===== config.mk =====
export PLATFORM = sky130hd
export DESIGN_NAME = uart_cmd_sequencer
export DESIGN_NICKNAME = d
export VERILOG_FILES = /design/src/rtl/uart_cmd_sequencer_pkg.sv /design/src/rtl/uart_cmd_sequencer_tx_seq.sv /design/src/rtl/uart_cmd_sequencer.sv
export SDC_FILE = /design/constraint.sdc
export NUM_CORES = 1
export LEC_CHECK = 0
export CAP_MARGIN = 25
export CORE_MARGIN = 3
export CORE_UTILIZATION = 55
export CTS_BUF_LIST = sky130_fd_sc_hd__clkbuf_4
export CTS_CLUSTER_SIZE = 8
export DETAILED_ROUTE_END_ITERATION = 8
export GPL_ROUTABILITY_DRIVEN = 1
export PLACE_DENSITY = 0.77
export RECOVER_POWER = 100
export SLEW_MARGIN = 5
export SYNTH_ARGS = -nofsm -noshare
export SYNTH_HDL_FRONTEND = slang
export SYNTH_HIERARCHICAL = 1
export SYNTH_SLANG_ARGS = --single-unit

===== constraint.sdc =====
create_clock -name CLK -period 10.9 [get_ports CLK]
set_clock_uncertainty 0.05 [all_clocks]
set_input_delay 2.18 -clock CLK [delete_from_list [all_inputs] [get_ports CLK]]
set_output_delay 2.18 -clock CLK [all_outputs]
set_load 0.02 [all_outputs]

===== src/rtl/uart_cmd_sequencer_pkg.sv =====
// Shared types and constants for the UART command sequencer: FSM states,
// ASCII codes, line lengths and the register-address decode helper.
package uart_cmd_sequencer_pkg;

    typedef enum logic [2:0] {
        ST_PROMPT,
        ST_RECV,
        ST_EXEC_WR,
        ST_EXEC_RD,
        ST_RESP,
        ST_ERR
    } state_t;

    localparam logic [7:0] ASCII_CR     = 8'h0D;
    localparam logic [7:0] ASCII_LF     = 8'h0A;
    localparam logic [7:0] ASCII_SP     = 8'h20;
    localparam logic [7:0] ASCII_PROMPT = 8'h3E;
    localparam logic [7:0] ASCII_W      = 8'h57;
    localparam logic [7:0] ASCII_R      = 8'h52;
    localparam logic [7:0] ASCII_US     = 8'h5F;
    localparam logic [7:0] ASCII_QM     = 8'h3F;
    localparam logic [7:0] ASCII_ZERO   = 8'h30;
    localparam logic [7:0] ASCII_O      = 8'h4F;
    localparam logic [7:0] ASCII_K      = 8'h4B;

    localparam int WR_LINE_LEN = 15;
    localparam int RD_LINE_LEN = 6;
    localparam int LINE_MAX    = 15;
    localparam int RESP_BYTES  = 10;

    // Address is "0d" with d a decimal digit below num_regs.
    function automatic logic is_addr(input logic [7:0] hi, input logic [7:0] lo, input int num_regs);
        return (hi == ASCII_ZERO) && (lo >= ASCII_ZERO) &&
               ((int'(lo) - int'(ASCII_ZERO)) < num_regs);
    endfunction

endpackage


===== src/rtl/uart_cmd_sequencer_tx_seq.sv =====
// Steps a loaded response vector (first byte in the MSBs) out over the
// tx_valid/tx_ready handshake, one byte per accepted transfer.
module uart_tx_seq
    import uart_cmd_sequencer_pkg::*;
(
    input  logic                    clk_i,
    input  logic                    rst_i,
    input  logic                    load_i,
    input  logic [RESP_BYTES*8-1:0] load_data_i,
    input  logic [3:0]              load_len_i,
    input  logic                    tx_ready_i,
    output logic [7:0]              tx_data_o,
    output logic                    tx_valid_o,
    output logic                    done_o
);

    logic [RESP_BYTES*8-1:0] shift_q;
    logic [3:0]              remain_q;
    logic [7:0]              data_q;
    logic                    valid_q;
    logic                    fire;

    assign fire       = valid_q && tx_ready_i;
    assign done_o     = fire && (remain_q == 4'd0);
    assign tx_data_o  = data_q;
    assign tx_valid_o = valid_q;

    always_ff @(posedge clk_i or posedge rst_i) begin
        if (rst_i) begin
            shift_q  <= '0;
            remain_q <= '0;
            data_q   <= '0;
            valid_q  <= 1'b0;
        end else if (load_i && !valid_q) begin
            data_q   <= load_data_i[RESP_BYTES*8-1 -: 8];
            shift_q  <= load_data_i << 8;
            remain_q <= load_len_i - 4'd1;
            valid_q  <= 1'b1;
        end else if (fire) begin
            if (remain_q == 4'd0) begin
                valid_q <= 1'b0;
            end else begin
                data_q   <= shift_q[RESP_BYTES*8-1 -: 8];
                shift_q  <= shift_q << 8;
                remain_q <= remain_q - 4'd1;
            end
        end
    end

endmodule


===== src/rtl/uart_cmd_sequencer.sv =====
// ASCII line-command front end to a 64-bit register file.
// Define UART_CMD_ECHO_EN to echo every byte accepted in RECV.
module uart_cmd_sequencer
    import uart_cmd_sequencer_pkg::*;
#(
    parameter int NUM_REGS   = 9,
    parameter int RD_TIMEOUT = 255
) (
    input  logic        CLK,
    input  logic        RST,
    input  logic [7:0]  rx_data,
    input  logic        rx_valid,
    output logic [7:0]  tx_data,
    output logic        tx_valid,
    input  logic        tx_ready,
    output logic        reg_wr_en,
    output logic        reg_rd_en,
    output logic [3:0]  reg_addr,
    output logic [63:0] reg_wdata,
    input  logic [63:0] reg_rdata,
    input  logic        reg_rd_valid,
    output logic        busy,
    output logic        overrun
);

    localparam int TW = $clog2(RD_TIMEOUT + 1) + 1;

    state_t                  state_q;
    logic [7:0]              line_q [LINE_MAX];
    logic [3:0]              len_q;
    logic                    parse_q;
    logic                    tx_started_q;
    logic                    rd_resp_q;
    logic                    wr_en_q;
    logic                    rd_en_q;
    logic [3:0]              addr_q;
    logic [63:0]             wdata_q;
    logic [63:0]             rdata_q;
    logic [TW-1:0]           timer_q;

    logic                    echo_busy;
    logic                    rx_accept;
    logic                    tx_load;
    logic                    tx_done;
    logic [RESP_BYTES*8-1:0] tx_vec;
    logic [3:0]              tx_len;
    logic [7:0]              last_byte;
    logic                    line_is_wr;
    logic                    line_is_rd;

`ifdef UART_CMD_ECHO_EN
    assign echo_busy = tx_valid;
`else
    assign echo_busy = 1'b0;
`endif

    assign rx_accept  = rx_valid && (state_q == ST_RECV) && !parse_q && !echo_busy;
    assign overrun    = rx_valid && !rx_accept && !RST;
    assign busy       = (state_q != ST_RECV);
    assign reg_wr_en  = wr_en_q;
    assign reg_rd_en  = rd_en_q;
    assign reg_addr   = addr_q;
    assign reg_wdata  = wdata_q;
    assign last_byte  = (len_q == 4'd0) ? 8'd0 : line_q[len_q - 4'd1];

    assign line_is_wr = (len_q == 4'(WR_LINE_LEN)) && (line_q[0] == ASCII_W) &&
                        (line_q[1] == ASCII_US) && (line_q[4] == ASCII_SP) &&
                        is_addr(line_q[2], line_q[3], NUM_REGS);
    assign line_is_rd = (len_q == 4'(RD_LINE_LEN)) && (line_q[0] == ASCII_R) &&
                        (line_q[1] == ASCII_US) && is_addr(line_q[2], line_q[3], NUM_REGS);

    // NOTE: every always_comb output gets a default first so no latch is inferred.
    always_comb begin
        tx_vec = '0;
        tx_len = 4'd1;
        case (state_q)
            ST_PROMPT: tx_vec = {ASCII_PROMPT, 72'd0};
            ST_ERR: begin
                tx_vec = {ASCII_QM, ASCII_CR, ASCII_LF, 56'd0};
                tx_len = 4'd3;
            end
            ST_RESP: begin
                if (rd_resp_q) begin
                    tx_vec = {rdata_q, ASCII_CR, ASCII_LF};
                    tx_len = 4'd10;
                end else begin
                    tx_vec = {ASCII_O, ASCII_K, ASCII_CR, ASCII_LF, 48'd0};
                    tx_len = 4'd4;
                end
            end
            ST_RECV: tx_vec = {rx_data, 72'd0};
            default: tx_vec = '0;
        endcase
        // Responses only start once any echo byte still in flight has drained.
        tx_load = ((state_q == ST_PROMPT) || (state_q == ST_RESP) || (state_q == ST_ERR)) &&
                  !tx_started_q && !tx_valid;
`ifdef UART_CMD_ECHO_EN
        if (rx_accept) tx_load = 1'b1;
`endif
    end

    // NOTE: the line buffer sits in the reset domain so a reset always abandons a partial line.
    always_ff @(posedge CLK or posedge RST) begin
        if (RST) begin
            state_q      <= ST_PROMPT;
            for (int i = 0; i < LINE_MAX; i++) line_q[i] <= '0;
            len_q        <= '0;
            parse_q      <= 1'b0;
            tx_started_q <= 1'b0;
            rd_resp_q    <= 1'b0;
            wr_en_q      <= 1'b0;
            rd_en_q      <= 1'b0;
            addr_q       <= '0;
            wdata_q      <= '0;
            rdata_q      <= '0;
            timer_q      <= '0;
        end else begin
            wr_en_q <= 1'b0;
            rd_en_q <= 1'b0;
            if (tx_load && (state_q != ST_RECV)) tx_started_q <= 1'b1;
            case (state_q)
                ST_PROMPT: if (tx_done && tx_started_q) begin
                    state_q      <= ST_RECV;
                    tx_started_q <= 1'b0;
                    len_q        <= '0;
                end
                ST_RECV: begin
                    if (parse_q) begin
                        parse_q <= 1'b0;
                        if (line_is_wr) begin
                            state_q <= ST_EXEC_WR;
                            wr_en_q <= 1'b1;
                            addr_q  <= line_q[3][3:0];
                            wdata_q <= {line_q[5], line_q[6], line_q[7], line_q[8],
                                        line_q[9], line_q[10], line_q[11], line_q[12]};
                        end else if (line_is_rd) begin
                            state_q <= ST_EXEC_RD;
                            rd_en_q <= 1'b1;
                            addr_q  <= line_q[3][3:0];
                            timer_q <= '0;
                        end else begin
                            state_q <= ST_ERR;
                            len_q   <= '0;
                        end
                    end else if (rx_accept) begin
                        if (len_q == 4'(LINE_MAX)) begin
                            state_q <= ST_ERR;
                            len_q   <= '0;
                        end else if (rx_data == ASCII_LF && last_byte != ASCII_CR) begin
                            state_q <= ST_ERR;
                            len_q   <= '0;
                        end else begin
                            line_q[len_q] <= rx_data;
                            len_q         <= len_q + 4'd1;
                            parse_q       <= (rx_data == ASCII_LF);
                        end
                    end
                end
                ST_EXEC_WR: begin
                    state_q   <= ST_RESP;
                    rd_resp_q <= 1'b0;
                end
                ST_EXEC_RD: begin
                    if (reg_rd_valid) begin
                        rdata_q   <= reg_rdata;
                        rd_resp_q <= 1'b1;
                        state_q   <= ST_RESP;
                    end else if (timer_q == TW'(RD_TIMEOUT)) begin
                        state_q <= ST_ERR;
                        len_q   <= '0;
                    end else begin
                        timer_q <= timer_q + 1'b1;
                    end
                end
                ST_RESP, ST_ERR: if (tx_done && tx_started_q) begin
                    state_q      <= ST_PROMPT;
                    tx_started_q <= 1'b0;
                end
                default: state_q <= ST_PROMPT;
            endcase
        end
    end

    uart_tx_seq u_tx_seq (
        .clk_i       (CLK),
        .rst_i       (RST),
        .load_i      (tx_load),
        .load_data_i (tx_vec),
        .load_len_i  (tx_len),
        .tx_ready_i  (tx_ready),
        .tx_data_o   (tx_data),
        .tx_valid_o  (tx_valid),
        .done_o      (tx_done)
    );

endmodule


==> results of run 1 <==
-- cell type report --
type                       instances  area share (%)
inverter                          20           0.405
sequential                       358            46.8
timing repair buffer             178            9.00
clock buffer                     131            5.14
antenna                            1          0.0131
tap                              384            2.51
multi-input combinational        850            35.4
clock inverter                    21           0.706
-- per-layer routing --
metal / vias to the layer above / wire length (um) / GRT usage, %
li1: 5202 / - / -
met1: 5773 / 17500 / 35.3
met2: 362 / 17500 / 36.5
met3: 81 / 2240 / 4.60
met4: 2 / 762 / 7.86
met5: - / 13 / 0
-- Yosys cell counts (3+ instances only) --
| library cell | count | area (um^2) |
|---|---|---|
| a32oi_1 | 3 | 26.3 |
| xnor2_1 | 3 | 26.3 |
| clkbuf_1 | 47 | 176 |
| xor2_1 | 3 | 26.3 |
| or4_1 | 3 | 22.5 |
| nand3b_1 | 4 | 30.0 |
| nor2_1 | 50 | 188 |
| a221o_1 | 65 | 651 |
| nand2_1 | 48 | 180 |
| nand2b_1 | 6 | 37.5 |
| nand4_1 | 4 | 25.0 |
| nand4b_1 | 6 | 52.6 |
| and2_1 | 110 | 688 |
| dfrtp_1 | 358 | 8960 |
| inv_1 | 20 | 75.1 |
| buf_1 | 3 | 11.3 |
| buf_6 | 19 | 214 |
| and3_2 | 3 | 22.5 |
| mux2_2 | 253 | 2850 |
| o21ai_0 | 31 | 155 |
| and4b_1 | 3 | 30.0 |
| nor3b_1 | 3 | 22.5 |
| and3_1 | 65 | 407 |
| nor4bb_1 | 4 | 40.0 |
| nor2b_1 | 5 | 31.3 |
| a21oi_1 | 28 | 140 |
| nand4_4 | 8 | 170 |
| nand3_1 | 11 | 55.1 |
| o31ai_1 | 3 | 22.5 |
| ha_1 | 9 | 113 |
| a211oi_1 | 3 | 22.5 |
| and4_1 | 9 | 78.8 |
| nor3_1 | 17 | 85.1 |
| or3_1 | 3 | 18.8 |
| a31oi_1 | 9 | 56.3 |
| nor4b_1 | 9 | 78.8 |
| a311oi_1 | 3 | 26.3 |
| nor4_1 | 7 | 43.8 |
| buf_2 | 20 | 100 |
-- worst min-delay path by stage --
stage                     startpoint         end  cells after the start
after floorplan           timer_q[8]  timer_q[8]                      2
after global placement    timer_q[8]  timer_q[8]                      2
after global routing      timer_q[8]  timer_q[8]                      2
after detailed placement  timer_q[8]  timer_q[8]                      2
after CTS                 timer_q[8]  timer_q[8]                      2
final                     timer_q[8]  timer_q[8]                      2
-- logic make-up after synthesis --
kind of cell,count (synthesis),synth area share (%)
XOR/XNOR,6,0.320
other,1,0.0228
AO/OA/AOI/OAI,173,8.29
buffers and inverters,112,3.72
adder cells (fa/ha/maj),9,0.685
multiplexers,255,17.4
AND/OR/NAND/NOR,396,15.0
flip-flops,358,54.5
-- per-stage QoR --
stage | setup slack (ns) | util [%] | hold WS (ns) | cell area (um^2)
after floorplan | 1.15 | - | 0.399 | 16500
after global placement | 5.02 | 62.5 | 0.413 | 18200
after detailed placement | 5.05 | 62.5 | 0.426 | 18200
after CTS | 5.02 | 66.4 | 0.439 | 19300
after global routing | 3.83 | 65.8 | 0.456 | 19100
final | 4.53 | 65.8 | 0.440 | 19100
-- cell usage in the layout, fill, tap and decap left out, drive strengths merged, types with 11 or more instances in the layout --
cell type      instances
dfrtp                358
mux2                 253
clkbuf               138
and2                 111
dlygate4sd3           84
clkdlybuf4s50         73
and3                  69
a221o                 65
nor2                  52
nand2                 49
o21ai                 32
a21oi                 28
inv                   21
nor3                  18
clkinv                15
buf                   14
nand4                 12
nand3                 11
conb                  11
-- worst max-delay path, cell delays in order --
cell           delay, ns
dlygate4sd3_1       0.56
and2_2              0.15
clkbuf_1            2.03
nand2_2            -0.01
clkbuf_1            1.16
a221o_1             0.74
-- where the power goes --
part           switching (uW)  total, uW  internal [uW]
Clock                     536       1110            576
Sequential                179       1750           1570
Combinational             528        941            413
-- flip-flops by register name, summed over array words and instances (netlist names) --
| name | count |
|---|---|
| rd_resp_q | 1 |
| reg_rd_en | 1 |
| reg_wdata | 64 |
| u_tx_seq/tx_data_o | 8 |
| u_tx_seq/tx_valid_o | 1 |
| rdata_q | 64 |
| parse_q | 1 |
| timer_q | 9 |
| len_q | 4 |
| u_tx_seq/shift_q | 72 |
| reg_wr_en | 1 |
| tx_started_q | 1 |
| state_q | 3 |
| reg_addr | 4 |
| line_q | 120 |
| u_tx_seq/remain_q | 4 |
==> results.yml, run 1 <==
placement:
  placed_cells: 1789
  io_buffers: 157
  gp_congestion: 0.853
  dpl.hpwl_um: 23400
setup_path:
  crit_path_start_kind: "input port"
  r2r-start: "len_q[0]"
  r2r-end: "reg_wdata[7]"
  cp.required_ns: 11.39
  path_class: "input port to flop"
  worstPathArrival_ns: 6.86
  r2r_cells: 8
  cp_max_fo: 76
  cp-end-kind: "flop"
  crit_path_end: "u_tx_seq/shift_q[57]"
  rrSetupSlack_ns: 4.90
  crit_start: "tx_ready"
synthesis:
  synthFlopType: "dfrtp_1"
  synth-seq-cells: 358
  postSynthAreaPerCell_um2: 12.6
  yosys.cell_types.count: 80
  synth_cells: 1310
  synth_area_mm2: 0.0164
  ys_warn_count: 6
  synthArstFlopShare_pct: 100
  synth-seq-area-share_pct: 54.5
  synth-edff-count: 0
route:
  firstDrtPassIters: 6
  vias_per_cell: 5.88
  drt-total-wl_um: 38000
  initialDrtViolationCount: 886
  drt-wirelength-per-cell_um: 19.6
  drtAntennaViolNets: 0
  drc: 0
  num_vias: 11400
floorplan:
  io_pins: 158
  core_area_mm2: 0.0291
  rows: 62
  start_util_pct: 56.5
  fp.dieW_um: 179
  fp.dieH_um: 179
  die_area_mm2: 0.0320
sta:
  worstMarginPinSlew_ns: 5.32
  setup_viol: 0
  relSlewSlack_pct: -256
  post-route-period-util_pct: 58.4
  final.min_clock_period_ns: 6.37
  rsz0062_at_grt: "no"
  final.setup.tns_ns: 0
  hold_viol_final: 0
  drv_slew: 517
  fmax_mhz: 157
run_status:
  outcome: "finished, violations left"
  violations: "capacitance limit, slew limit"
layout:
  n_fill_cell: 2235
  area_growth_pct: 16.4
  multi_input_area_mm2: 0.00678
  seq_area_mm2: 0.00896
  fin_cells: 1943
  nets: 1586
  drive_above_1_share_pct: 27.5
pwr:
  total_power_uw: 3800
  max-vdd-ir-drop_mv: 0.130
  p_leak_uw: 0.00956
  p_per_area_mw_per_mm2: 199
grt:
  first_global_vias: 11900
  antenna_found_initial: 2
  grt_max_degree: 125
  grt_pass1_wl_um: 62300
  grt_use_total_pct: 24.1
  grt.overflow.total: 0
clocking:
  clock-sinks: 358
  clk_latency_ns: 0.73
  cts_setup_buffers: 0
  cts_buffer_depth: 3
  cts_max_level: 3
  numCtsBuffers: 92
  cts_tree: "built"
  path_clk_slew_ns: 0.06
  ctsResizeCount: 0
  hold_buffers: 0
  root_buffer: "clkbuf_4"
worst_hold_path:
  hp-class: "flop to flop"
flow_run:
  drv_cap: 8
Power figures use the tool's default switching activity.
==> inputs of run 2 (changes only) <==
Settings changed: CORE_UTILIZATION 55 to 54, PLACE_DENSITY 0.77 to 0.79.
Clock period 10.9 ns to 5.7 ns, I/O delays scaled along.
==> run 2 against run 1 <==
The run still ends with capacitance limit, slew limit left. First-iteration DRC count up 6.1%. Power rose by 91%. Global-route usage is 1.1 points lower. Register-to-register slack lost 3.7 ns. Sequential power is 91% higher. Critical path type is now flop to primary output. Clock power is 91% higher. Non-clock buffer count is 3 higher. Die area up 1.8%. Design area rose by 0.20%. Combinational power up 89%. Highest routed layer unchanged.
==> results.yml, run 2 (same netlist as run 1, synthesis figures left out) <==
clocking:
  ctsResizeCount: 0
  hold_buffers: 0
  clock-sinks: 358
  cts_buffer_depth: 3
  cts_max_level: 3
  cts_tree: "built"
  clk_latency_ns: 0.73
  root_buffer: "clkbuf_4"
  cts_setup_buffers: 0
  numCtsBuffers: 91
  path_clk_slew_ns: 0.06
sta:
  worstMarginPinSlew_ns: 3.38
  setup_viol: 0
  fmax_mhz: 214
  rsz0062_at_grt: "no"
  final.setup.tns_ns: 0
  setup_slack_ns: 1.02
  final.min_clock_period_ns: 4.68
  drv_slew: 459
  post-route-period-util_pct: 82.1
  hold_viol_final: 0
  relSlewSlack_pct: -125
grt:
  grt_max_degree: 156
  grt.overflow.total: 0
  grt_pass1_wl_um: 62500
  grt_use_total_pct: 23.0
  first_global_vias: 11900
  antenna_found_initial: 2
setup_path:
  cp.required_ns: 4.51
  r2r-end: "u_tx_seq/remain_q[2]"
  cp-end-kind: "primary output"
  worstPathArrival_ns: 3.49
  cp_max_fo: 22
  rrSetupSlack_ns: 1.24
  crit_path_start_kind: "flop"
  r2r-start: "state_q[0]"
  r2r_cells: 7
  path_class: "flop to primary output"
layout:
  drive_above_1_share_pct: 28.0
  final_common_cell: "dfrtp_1"
  largest_register_ffs: 120
  area_growth_pct: 16.6
  regMostFlops: "line_q"
  nets: 1588
  final_cell_mix: "dfrtp_1, mux2_2, clkbuf_4, dlygate4sd3_1, clkdlybuf4s50_1"
  top_regs: "line_q x120, u_tx_seq/shift_q x72"
route:
  firstDrtPassIters: 5
  vias_per_cell: 5.83
  initialDrtViolationCount: 940
  drtAntennaViolNets: 0
  drc: 0
  num_vias: 11400
  drt-wirelength-per-cell_um: 19.3
  drt-total-wl_um: 37800
placement:
  gp_congestion: 0.882
  io_buffers: 157
  dpl.hpwl_um: 23700
  dp_slack_ns: 1.64
pwr:
  p_leak_uw: 0.00954
  total_power_uw: 7240
  p_per_area_mw_per_mm2: 378
  max-vdd-ir-drop_mv: 0.213
run_status:
  outcome: "finished, violations left"
  violations: "capacitance limit, slew limit"
worst_hold_path:
  hold-path-endpoint: "timer_q[8]"
  hold_path.startpoint: "timer_q[8]"
  hold_depth: 2
  hp-class: "flop to flop"
floorplan:
  io_pins: 158
  start_util_pct: 55.2
  core_area_mm2: 0.0298
  rows: 63
  fp.dieH_um: 181
  die_area_mm2: 0.0326
  fp.dieW_um: 181
flow_run:
  drv_cap: 8
-- run 2: worst max-delay path by stage --
stage | start | to
global route | RST | rdata_q[60]
finish | state_q[1] | overrun
CTS | state_q[1] | overrun
global placement | rx_valid | overrun
detailed placement | rx_valid | overrun
floorplan | RST | len_q[0]
-- run 2: worst max-delay path, stage by stage (launching register included) --
cell and delay (ns):
dfrtp_1 0.74, or2_0 0.67, nor2_1 0.25, nor3b_1 0.40
dlygate4sd3_1 0.74
-- run 2: per-layer routing --
metal  routed length, um  up-vias  track usage, %  share of wire (%)
li1                    -     5204               -                  -
met1               17400     5704            34.1                 46
met2               17200      401            34.6                 45
met3                2500       73            5.27                6.6
met4                 668        2            6.29                1.8
met5                  13        -               0              0.034
-- run 2: layout make-up --
class | count | area (um^2)
Antenna cell | 1 | 2.50
Clock buffer | 136 | 1020
Clock inverter | 18 | 100
Fill cell | 2298 | 10600
Inverter | 20 | 77.6
Multi-Input combinational cell | 850 | 6790
Sequential cell | 358 | 8960
Tap cell | 390 | 488
Timing Repair Buffer | 181 | 1740
-- run 2: metrics by stage --
step	hold slack (ns)	area, um^2	std cells	util (%)
final	0.437	19200	1954	64.3
after global routing	0.462	19200	1954	64.3
after CTS	0.429	19300	1953	64.9
after detailed placement	0.416	18200	1799	61.2
after global placement	0.412	18200	1799	61.2
after floorplan	0.399	16500	1320	-
-- run 2: power breakdown --
group          internal [uW]  switching (uW)
clock network           1090            1030
registers               3000             345
logic                    782             998
